## src/rtl/decode_pkg.sv

```systemverilog
// decode_pkg: opcodes, control-command patterns and the decode bundle shared by the decode stage.
package decode_pkg;
    localparam int DEF_OPC_W  = 4;
    localparam int DEF_IMM_W  = 12;
    localparam int DEF_REG_AW = 3;
    localparam int DEF_SEQ_W  = 8;

    typedef enum logic [3:0] {
        OPC_NOP, OPC_ARITH_2OP, OPC_ARITH_3OP, OPC_MOVI, OPC_ADDI, OPC_LD, OPC_ST, OPC_SHIFT,
        OPC_BEQ, OPC_BNE, OPC_BLT, OPC_J, OPC_CONTROL = 4'hF
    } opcode_e;

    typedef enum logic [2:0] {
        ALU_ADD, ALU_SUB, ALU_AND, ALU_OR, ALU_XOR, ALU_SLL, ALU_SRL, ALU_SRA
    } alu_func_e;

    typedef enum logic [1:0] {CTL_STC, CTL_STB, CTL_HALT, CTL_RST} ctl_e;

    typedef enum logic {ST_RUN, ST_HALTED} state_e;

    typedef struct packed {
        logic [2**DEF_OPC_W-1:0] cls;
        logic [2:0]              alu_func;
        logic [DEF_REG_AW-1:0]   dest;
        logic [DEF_REG_AW-1:0]   src1;
        logic [DEF_REG_AW-1:0]   src2;
        logic [DEF_IMM_W-1:0]    imm;
        logic                    movi_hi;
        logic [3:0]              ctl;
        logic [DEF_SEQ_W-1:0]    seq;
    } decode_bundle_t;

    // rst is alternating ones and zeros with the MSB set, for any immediate width
    function automatic logic [63:0] ctl_pat(ctl_e c, int w);
        logic [63:0] p;
        p = 64'(w % 2);
        for (int i = 0; i < w / 2; i++) p = (p << 2) | (w % 2 == 1 ? 64'd1 : 64'd2);
        return c == CTL_STC ? 64'd1 : c == CTL_STB ? 64'd2 : c == CTL_HALT ? (64'd1 << w) - 64'd1 : p;
    endfunction

    function automatic logic is_branch(logic [31:0] opc);
        return opc >= 32'(OPC_BEQ) && opc <= 32'(OPC_J);
    endfunction
endpackage

```

## src/rtl/decode_comb.sv

```systemverilog
// decode_comb: combinational raw-instruction to decode-bundle fields.
module decode_comb import decode_pkg::*; #(
    parameter int OPC_W  = DEF_OPC_W,
    parameter int IMM_W  = DEF_IMM_W,
    parameter int REG_AW = DEF_REG_AW
) (
    input  logic [OPC_W+IMM_W-1:0] instr,
    output logic [2**OPC_W-1:0]    cls,
    output logic [2:0]             alu_func,
    output logic [REG_AW-1:0]      dest,
    output logic [REG_AW-1:0]      src1,
    output logic [REG_AW-1:0]      src2,
    output logic [IMM_W-1:0]       imm,
    output logic                   movi_hi,
    output logic [3:0]             ctl
);
    localparam logic [IMM_W-1:0] STC_IMM  = IMM_W'(ctl_pat(CTL_STC, IMM_W));
    localparam logic [IMM_W-1:0] STB_IMM  = IMM_W'(ctl_pat(CTL_STB, IMM_W));
    localparam logic [IMM_W-1:0] HALT_IMM = IMM_W'(ctl_pat(CTL_HALT, IMM_W));
    localparam logic [IMM_W-1:0] RST_IMM  = IMM_W'(ctl_pat(CTL_RST, IMM_W));

    logic [OPC_W-1:0]  opc;
    logic [REG_AW-1:0] f2, f3;
    logic              br;

    always_comb begin
        opc      = instr[OPC_W+IMM_W-1 -: OPC_W];
        imm      = instr[IMM_W-1:0];
        dest     = imm[IMM_W-1 -: REG_AW];
        f2       = imm[IMM_W-1-REG_AW -: REG_AW];
        f3       = imm[IMM_W-1-2*REG_AW -: REG_AW];
        br       = is_branch(32'(opc));
        cls      = '0;
        cls[opc] = 1'b1;
        alu_func = imm[2:0];
        src1     = br ? dest : f2;
        src2     = br ? f2 : f3;
        movi_hi  = opc == OPC_W'(OPC_MOVI) && imm[IMM_W-1-REG_AW];
        ctl      = &opc ? {imm == RST_IMM, imm == HALT_IMM, imm == STB_IMM, imm == STC_IMM} : 4'b0;
    end
endmodule

```

## src/rtl/decode_stage.sv

```systemverilog
// decode_stage: registered decode stage with 2-entry skid buffer, sequence tags, halt/resume and flush.
module decode_stage import decode_pkg::*; #(
    parameter int OPC_W  = DEF_OPC_W,
    parameter int IMM_W  = DEF_IMM_W,
    parameter int REG_AW = DEF_REG_AW,
    parameter int SEQ_W  = DEF_SEQ_W
) (
    input  logic                   clk_pi,
    input  logic                   rst_pi,
    input  logic                   in_valid_pi,
    input  logic [OPC_W+IMM_W-1:0] in_instr_pi,
    output logic                   in_ready_po,
    input  logic                   flush_pi,
    input  logic                   resume_pi,
    input  logic                   out_ready_pi,
    output logic                   out_valid_po,
    output logic [2**OPC_W-1:0]    out_class_po,
    output logic [2:0]             out_alu_func_po,
    output logic [REG_AW-1:0]      out_dest_po,
    output logic [REG_AW-1:0]      out_src1_po,
    output logic [REG_AW-1:0]      out_src2_po,
    output logic [IMM_W-1:0]       out_imm_po,
    output logic                   out_movi_hi_po,
    output logic [3:0]             out_ctl_po,
    output logic [SEQ_W-1:0]       out_seq_po,
    output logic                   halted_po
);
    typedef struct packed {
        logic [2**OPC_W-1:0] cls;
        logic [2:0]          alu_func;
        logic [REG_AW-1:0]   dest;
        logic [REG_AW-1:0]   src1;
        logic [REG_AW-1:0]   src2;
        logic [IMM_W-1:0]    imm;
        logic                movi_hi;
        logic [3:0]          ctl;
        logic [SEQ_W-1:0]    seq;
    } bundle_t;

    logic [2**OPC_W-1:0] d_cls;
    logic [2:0]          d_alu;
    logic [REG_AW-1:0]   d_dest, d_src1, d_src2;
    logic [IMM_W-1:0]    d_imm;
    logic                d_movi_hi;
    logic [3:0]          d_ctl;
    bundle_t             dec, out_q, skid_q;
    logic                out_v, skid_v, acc, xfer, out_free;
    logic [SEQ_W-1:0]    seq_q;
    state_e              state, state_n;

    decode_comb #(.OPC_W(OPC_W), .IMM_W(IMM_W), .REG_AW(REG_AW)) u_dec (
        .instr(in_instr_pi), .cls(d_cls), .alu_func(d_alu), .dest(d_dest), .src1(d_src1),
        .src2(d_src2), .imm(d_imm), .movi_hi(d_movi_hi), .ctl(d_ctl)
    );

    assign dec         = '{d_cls, d_alu, d_dest, d_src1, d_src2, d_imm, d_movi_hi, d_ctl, seq_q};
    assign in_ready_po = ~skid_v & (state == ST_RUN);
    assign halted_po   = state == ST_HALTED;

    // flush wins over a same-cycle accept, so a dropped instruction neither tags nor halts
    always_comb begin
        acc      = in_valid_pi & in_ready_po & ~flush_pi;
        xfer     = out_v & out_ready_pi;
        out_free = ~out_v | xfer;
        state_n  = state == ST_RUN ? (acc && d_ctl[2] ? ST_HALTED : ST_RUN)
                                   : (resume_pi ? ST_RUN : ST_HALTED);
    end

    always_ff @(posedge clk_pi or posedge rst_pi) begin
        if (rst_pi) begin
            state  <= ST_RUN;
            out_v  <= 1'b0;
            skid_v <= 1'b0;
            out_q  <= '0;
            skid_q <= '0;
            seq_q  <= '0;
        end else begin
            state <= state_n;
            if (acc) seq_q <= seq_q + 1'b1;
            if (flush_pi) begin
                out_v  <= 1'b0;
                skid_v <= 1'b0;
            end else if (out_free) begin
                out_v  <= skid_v | acc;
                out_q  <= skid_v ? skid_q : acc ? dec : out_q;
                skid_v <= 1'b0;
            end else if (acc) begin
                skid_v <= 1'b1;
                skid_q <= dec;
            end
        end
    end

    assign out_valid_po    = out_v;
    assign out_class_po    = out_q.cls;
    assign out_alu_func_po = out_q.alu_func;
    assign out_dest_po     = out_q.dest;
    assign out_src1_po     = out_q.src1;
    assign out_src2_po     = out_q.src2;
    assign out_imm_po      = out_q.imm;
    assign out_movi_hi_po  = out_q.movi_hi;
    assign out_ctl_po      = out_q.ctl;
    assign out_seq_po      = out_q.seq;
endmodule
```

## config.mk

```make
export PLATFORM = sky130hd
export DESIGN_NAME = decode_stage
export DESIGN_NICKNAME = d
export VERILOG_FILES = /design/src/rtl/decode_pkg.sv /design/src/rtl/decode_comb.sv /design/src/rtl/decode_stage.sv
export SDC_FILE = /design/constraint.sdc
export NUM_CORES = 1
export LEC_CHECK = 0
export CAP_MARGIN = 20
export CORE_UTILIZATION = 35
export DETAILED_ROUTE_END_ITERATION = 8
export GPL_TIMING_DRIVEN = 0
export PLACE_DENSITY = 0.62
export SYNTH_ARGS = -nofsm -noshare
export SYNTH_HDL_FRONTEND = slang
export SYNTH_SLANG_ARGS = --single-unit
```

## constraint.sdc

```tcl
create_clock -name clk_pi -period 10.8 [get_ports clk_pi]
set_clock_uncertainty 0.05 [all_clocks]
set_input_delay 2.16 -clock clk_pi [delete_from_list [all_inputs] [get_ports clk_pi]]
set_output_delay 2.16 -clock clk_pi [all_outputs]
set_load 0.02 [all_outputs]
```

==> results of run 1 <==
worst reg2reg max path, cell delays in order (launching register included):
cell and delay [ns]:
dfrtp_1 0.44, clkbuf_1 0.41, clkbuf_1 0.46, o21ai_0 0.24, mux2_2 0.30
flip-flops by register name (all words and copies together), names as in the netlist:
register	flops
halted_po	1
skid_q	47
skid_v	1
out_dest_po	3
out_src2_po	3
out_imm_po	7
out_movi_hi_po	1
out_valid_po	1
seq_q	8
out_class_po	16
out_ctl_po	4
out_alu_func_po	2
out_seq_po	8
out_src1_po	3
synth_stat cells (all sizes together), types with 7 or more instances:
cell type,instances
dfrtp,105
nand2,83
o21ai,54
mux2,30
mux2i,26
buf,22
clkbuf,18
a21oi,17
nor2,13
nor3,11
o31ai,8
nor4,7
routing by layer:
metal,routed length [um],up-vias,track usage (%)
met5,0,-,0
met4,240,0,7.45
met3,431,15,2.61
met2,5480,77,27.3
met1,5480,1819,24.3
li1,-,1713,-
worst min-delay path by stage:
stage                             start            end  slack, ns
final                     out_seq_po[1]  out_seq_po[1]       0.43
after global routing         skid_q[32]     skid_q[32]       0.45
after CTS                    skid_q[52]     skid_q[52]       0.44
after detailed placement     skid_q[25]     skid_q[25]       0.42
after global placement       skid_q[49]     skid_q[49]       0.41
after floorplan              skid_q[38]     skid_q[38]       0.40
area by class of cell:
cell class	count	area share [%]
Tap cell	176	3.62
Clock buffer	10	3.93
Sequential cell	105	43.2
Timing Repair Buffer	78	13.1
Buffer	40	3.41
Multi-Input combinational cell	292	30.9
Clock inverter	6	1.60
Inverter	3	0.226
power by group through the flow:
stage / Sequential (mW) / Clock, mW / Combinational [mW]
after floorplan: 0.526 / 0 / 0.0942
after global placement: 0.502 / 0 / 0.205
after detailed placement: 0.506 / 0 / 0.212
after CTS: 0.499 / 0.373 / 0.213
after global routing: 0.507 / 0.386 / 0.231
final: 0.498 / 0.367 / 0.210
through the flow:
stage | cells | setup slack [ns]
floorplan | 440 | 5.83
global placement | 693 | 4.32
detailed placement | 694 | 6.52
CTS | 710 | 6.26
global route | 710 | 6.16
finish | 710 | 6.27
cells by family after synthesis:
family	after synthesis	synth area share, %
flops	105	55.6
xor+xnor	7	1.30
buf+inv	43	4.63
simple gates	137	13.5
mux	56	12.7
fa+ha+maj	1	0.265
compound gates	91	12.1
==> flow_metrics.tcl, run 1 <==
set metrics [dict create \
    final_area_um2 6080 \
    crit_end "in_ready_po" \
    clock_path_buffers 2 \
    track_usage_pct 17.5 \
    synth_top_area_share_pct 55.6 \
    maxSlewHeadroom_pct 52.7 \
    path_clk_slew_ns 0.07 \
    synth_edf_count 0 \
    core_um2 13200 \
    wl_um 11600 \
    rows 42 \
    ys_ff_latch 105 \
    dr.pass1.iters 4 \
    grt_pass1_wl_um 19300 \
    fmax_ghz 0.221 \
    cp.depth 4 \
    post-route-min-period_ns 4.53 \
    outcome "finished clean" \
    seqCellArea_um2 2630 \
    ys.flop_type "dfrtp_1" \
    seq_area_frac_synth_pct 55.6 \
    final_core_util_pct 46.1 \
    async_flop_share_pct 100 \
    switching_power_uw 303 \
    wl_per_cell_um 16.4 \
    hold_buffers 0 \
    critical_path.top_delay_family "buffers and inverters" \
    multiInputGateArea_um2 1880 \
    floorplan.initialDensity_pct 35.8 \
    drtIter0Drc 162 \
    yosysUniqueCellTypes 37 \
    hold_slack_ns 0.431 \
    reg2reg_depth 4 \
    pin_count 78 \
    seq_power_share_pct 46.3 \
    swShare_pct 28.2 \
    finalCritPeriodShare_pct 41.9 \
    clk_latency_ns 0.35 \
    worstReg2RegStart "skid_v" \
    grt_max_degree 56 \
    path_common_cell "clkbuf_1" \
    r2r-end "out_src1_po[2]" \
    yosysTopAreaCell "dfrtp_1" \
    via_per_inst 5.10 \
    final_hold_viol_count 0 \
    arrival_ns 2.32 \
    maxCapViolCount 0 \
    area_delta_synth_final_pct 28.7 \
    netlist_instances 440 \
    p_clk_share_pct 34.1 \
    cp_num_buf_inv 3 \
    globalplace.congestion 0.814 \
    cts_setup_buffers 0 \
    layout_commonest_cell "dfrtp_1" \
    num_antenna_cells 0 \
    path_cells "clkbuf_1, clkbuf_1, nor2_1, clkdlybuf4s50_1" \
    die_w_um 118 \
    critPathSlowestCell "clkdlybuf4s50_1" \
    syn_area_um2 4730 \
    cp_max_fo 10 \
    dieArea_um2 14000 \
    cts_buffers 9 \
    detail-route-antenna-nets 0 \
    worst_pin_slew_ns 0.710 \
    p_leak_nw 2.59 \
    r2r_slack_ns 8.80 \
    hpwl_um 8270 \
    start_kind "flop" \
    finalSetupViolCount 0 \
    fin_nets 552 \
    finalPower_mw 1.07 \
    worstSetupEndpointType "output pin" \
    grt_remaining_overflow 0 \
    port_buffers 77 \
    fill_cells 1217 \
    critPathKind "flop to output pin" \
    rsz0062_at_grt "no" \
    dieHeight_um 118 \
    clkSinkCount 105 \
    num_vias 3624 \
    p_per_area_nw_per_um2 177 \
    antenna_found_initial 0 \
    synth_area_leaders "dfrtp_1 (56%), nand2_1 (6.6%), o21ai_0 (5.6%), mux2i_1 (5.5%), mux2_1 (4.8%)" \
    drc_errors 0 \
    yosysWarnings 0 \
    min_path_cells 2 \
    syn_nets 463 \
    most-common-layout-cells "dfrtp_1 (105), nand2_1 (83), clkdlybuf4s50_1 (77), o21ai_0 (53), mux2i_1 (26)" \
    required_ns 8.59 \
    ir_worst_vdd_mv 0.0968 \
    slew_viol_final 0 \
    crit_path_max_incr_delay_ns 0.55 \
    postCtsResizedCells 0 \
    cts_max_level 3 \
    grt_pass1_vias 3632 \
    dpl-instance-area_um2 5750 \
    synth.avg_cell_area_um2 10.7 \
    crit_start "skid_v" \
    cts_root_buf "clkbuf_16" \
    min_path_type "flop to flop" \
    combPwrFrac_pct 19.6 \
    setup-tns-final_ns 0 \
    intPower_uw 772 \
    layout-drive-gt1-share_pct 11.4 \
    cts_tree "done" \
]
No activity file was read; power rests on OpenSTA's default activity.
==> run 2, diff against run 1 <==
--- a/config.mk
+++ b/config.mk
@@ -9,7 +9,7 @@
 export CORE_UTILIZATION = 35
 export DETAILED_ROUTE_END_ITERATION = 8
 export GPL_TIMING_DRIVEN = 0
-export PLACE_DENSITY = 0.62
+export PLACE_DENSITY = 0.64
 export SYNTH_ARGS = -nofsm -noshare
 export SYNTH_HDL_FRONTEND = slang
 export SYNTH_SLANG_ARGS = --single-unit
==> constraint.sdc (replaced) <==
create_clock -name clk_pi -period 3.7 [get_ports clk_pi]
set_clock_uncertainty 0.05 [all_clocks]
set_input_delay 0.74 -clock clk_pi [delete_from_list [all_inputs] [get_ports clk_pi]]
set_output_delay 0.74 -clock clk_pi [all_outputs]
set_load 0.02 [all_outputs]
==> flow_metrics.tcl, run 2 (synthesis results as in run 1) <==
set metrics [dict create \
    core_um2 13200 \
    r2r_slack_ns 1.68 \
    die_w_um 118 \
    largest-register "skid_q" \
    cts_buffers 9 \
    worst_pin_slew_ns 0.673 \
    place_ws_ns 0.863 \
    pin_count 78 \
    worstSetupEndpointType "output pin" \
    rsz0062_at_grt "no" \
    required_ns 2.91 \
    start_kind "flop" \
    area_delta_synth_final_pct 28.3 \
    dieHeight_um 118 \
    postCtsResizedCells 0 \
    crit_end "in_ready_po" \
    crit_start "skid_v" \
    fin_nets 552 \
    arrival_ns 2.36 \
    layout-drive-gt1-share_pct 11.4 \
    detail-route-antenna-nets 0 \
    drtIter0Drc 206 \
    floorplan.initialDensity_pct 35.8 \
    grt_pass1_wl_um 19400 \
    worstReg2RegStart "skid_v" \
    cts_max_level 3 \
    grt_pass1_vias 3721 \
    wl_um 11800 \
    critPathKind "flop to output pin" \
    reg2reg_depth 4 \
    grt_max_degree 55 \
    maxCapViolCount 0 \
    cts_root_buf "clkbuf_16" \
    drc_errors 0 \
    hold_buffers 0 \
    num_vias 3615 \
    grt_remaining_overflow 0 \
    slew_viol_final 0 \
    min_path_type "flop to flop" \
    hpwl_um 8420 \
    antenna_found_initial 0 \
    p_per_area_nw_per_um2 508 \
    dieArea_um2 14000 \
    largest_reg_flops 47 \
    path_clk_slew_ns 0.07 \
    dr.pass1.iters 6 \
    final_hold_viol_count 0 \
    p_leak_nw 2.58 \
    clk_latency_ns 0.35 \
    clock_path_buffers 2 \
    globalplace.congestion 0.807 \
    cp_max_fo 10 \
    cts_setup_buffers 0 \
    ir_worst_vdd_mv 0.215 \
    cts_tree "done" \
    track_usage_pct 17.7 \
    layout_commonest_cell "dfrtp_1" \
    wl_per_cell_um 16.7 \
    clkSinkCount 105 \
    rows 42 \
    finalCritPeriodShare_pct 85.2 \
    postLayoutSetupSlackWorst_ns 0.549 \
    via_per_inst 5.09 \
    fmax_ghz 0.317 \
    finalSetupViolCount 0 \
    outcome "finished clean" \
    final_core_util_pct 46.0 \
    num_antenna_cells 0 \
    r2r-end "out_src1_po[2]" \
    post-route-min-period_ns 3.15 \
    maxSlewHeadroom_pct 55.2 \
    port_buffers 77 \
    most-common-layout-cells "dfrtp_1 (105), nand2_1 (83), clkdlybuf4s50_1 (77), o21ai_0 (53), mux2i_1 (26)" \
]
-- run 2: cell count changes in the layout (fill, tap and decap cells not counted), sizes merged --
cell	previous run	this run
clkinv	2	3
clkinvlp	0	1
inv	5	3
bufinv	2	1
clkbuf	28	29
-- run 2: final cells by class --
cell class                 count  area, um^2
fill                        1212        7130
clock inverter                 5        63.8
buffer                        40         208
multi-input combinational    292        1880
tap                          176         220
sequential                   105        2630
inverter                       3        13.8
timing repair buffer          78         798
clock buffer                  11         253
-- run 2: worst max-delay path, cell delays in order (launching register included) --
cell,delay [ns]
dfrtp_1,0.45
clkbuf_1,0.42
clkbuf_1,0.46
nor2_1,0.11
clkdlybuf4s50_1,0.57
-- run 2: through the flow --
step | hold WS, ns | TNS, ns | std cells | instance area [um^2] | total power [mW]
finish | 0.429 | 0 | 710 | 6060 | 3.08
global route | 0.458 | 0 | 710 | 6060 | 3.22
CTS | 0.437 | 0 | 710 | 6060 | 3.10
detailed placement | 0.420 | 0 | 694 | 5750 | 2.10
global placement | 0.409 | -141.58 | 693 | 5720 | 2.07
floorplan | 0.399 | 0 | 440 | 4730 | 1.81
-- run 2: per-layer routing --
layer	wire length [um]	global-route usage [%]	up-vias	share of wire, %
met5	0	0	-	0
met4	227	6.57	0	1.9
met3	507	3.43	15	4.3
met2	5670	28.2	89	48
met1	5440	23.8	1805	46
li1	-	-	1706	-
-- run 2: worst min path at each step --
stage                              from       endpoint  slack (ns)  cells past startpoint
final                     out_seq_po[2]  out_seq_po[2]        0.43                      2
after global placement       skid_q[49]     skid_q[49]        0.41                      2
after detailed placement  out_seq_po[3]  out_seq_po[3]        0.42                      2
after global routing          skid_q[8]      skid_q[8]        0.46                      2
after CTS                 out_seq_po[3]  out_seq_po[3]        0.44                      2
after floorplan              skid_q[38]     skid_q[38]        0.40                      2
-- run 2: power breakdown --
part           internal (mW)  total, mW  leakage (nW)  switching [mW]
Combinational          0.304      0.619          1.05           0.315
Clock                  0.565       1.00         0.152           0.439
Sequential              1.33       1.46          1.38           0.125
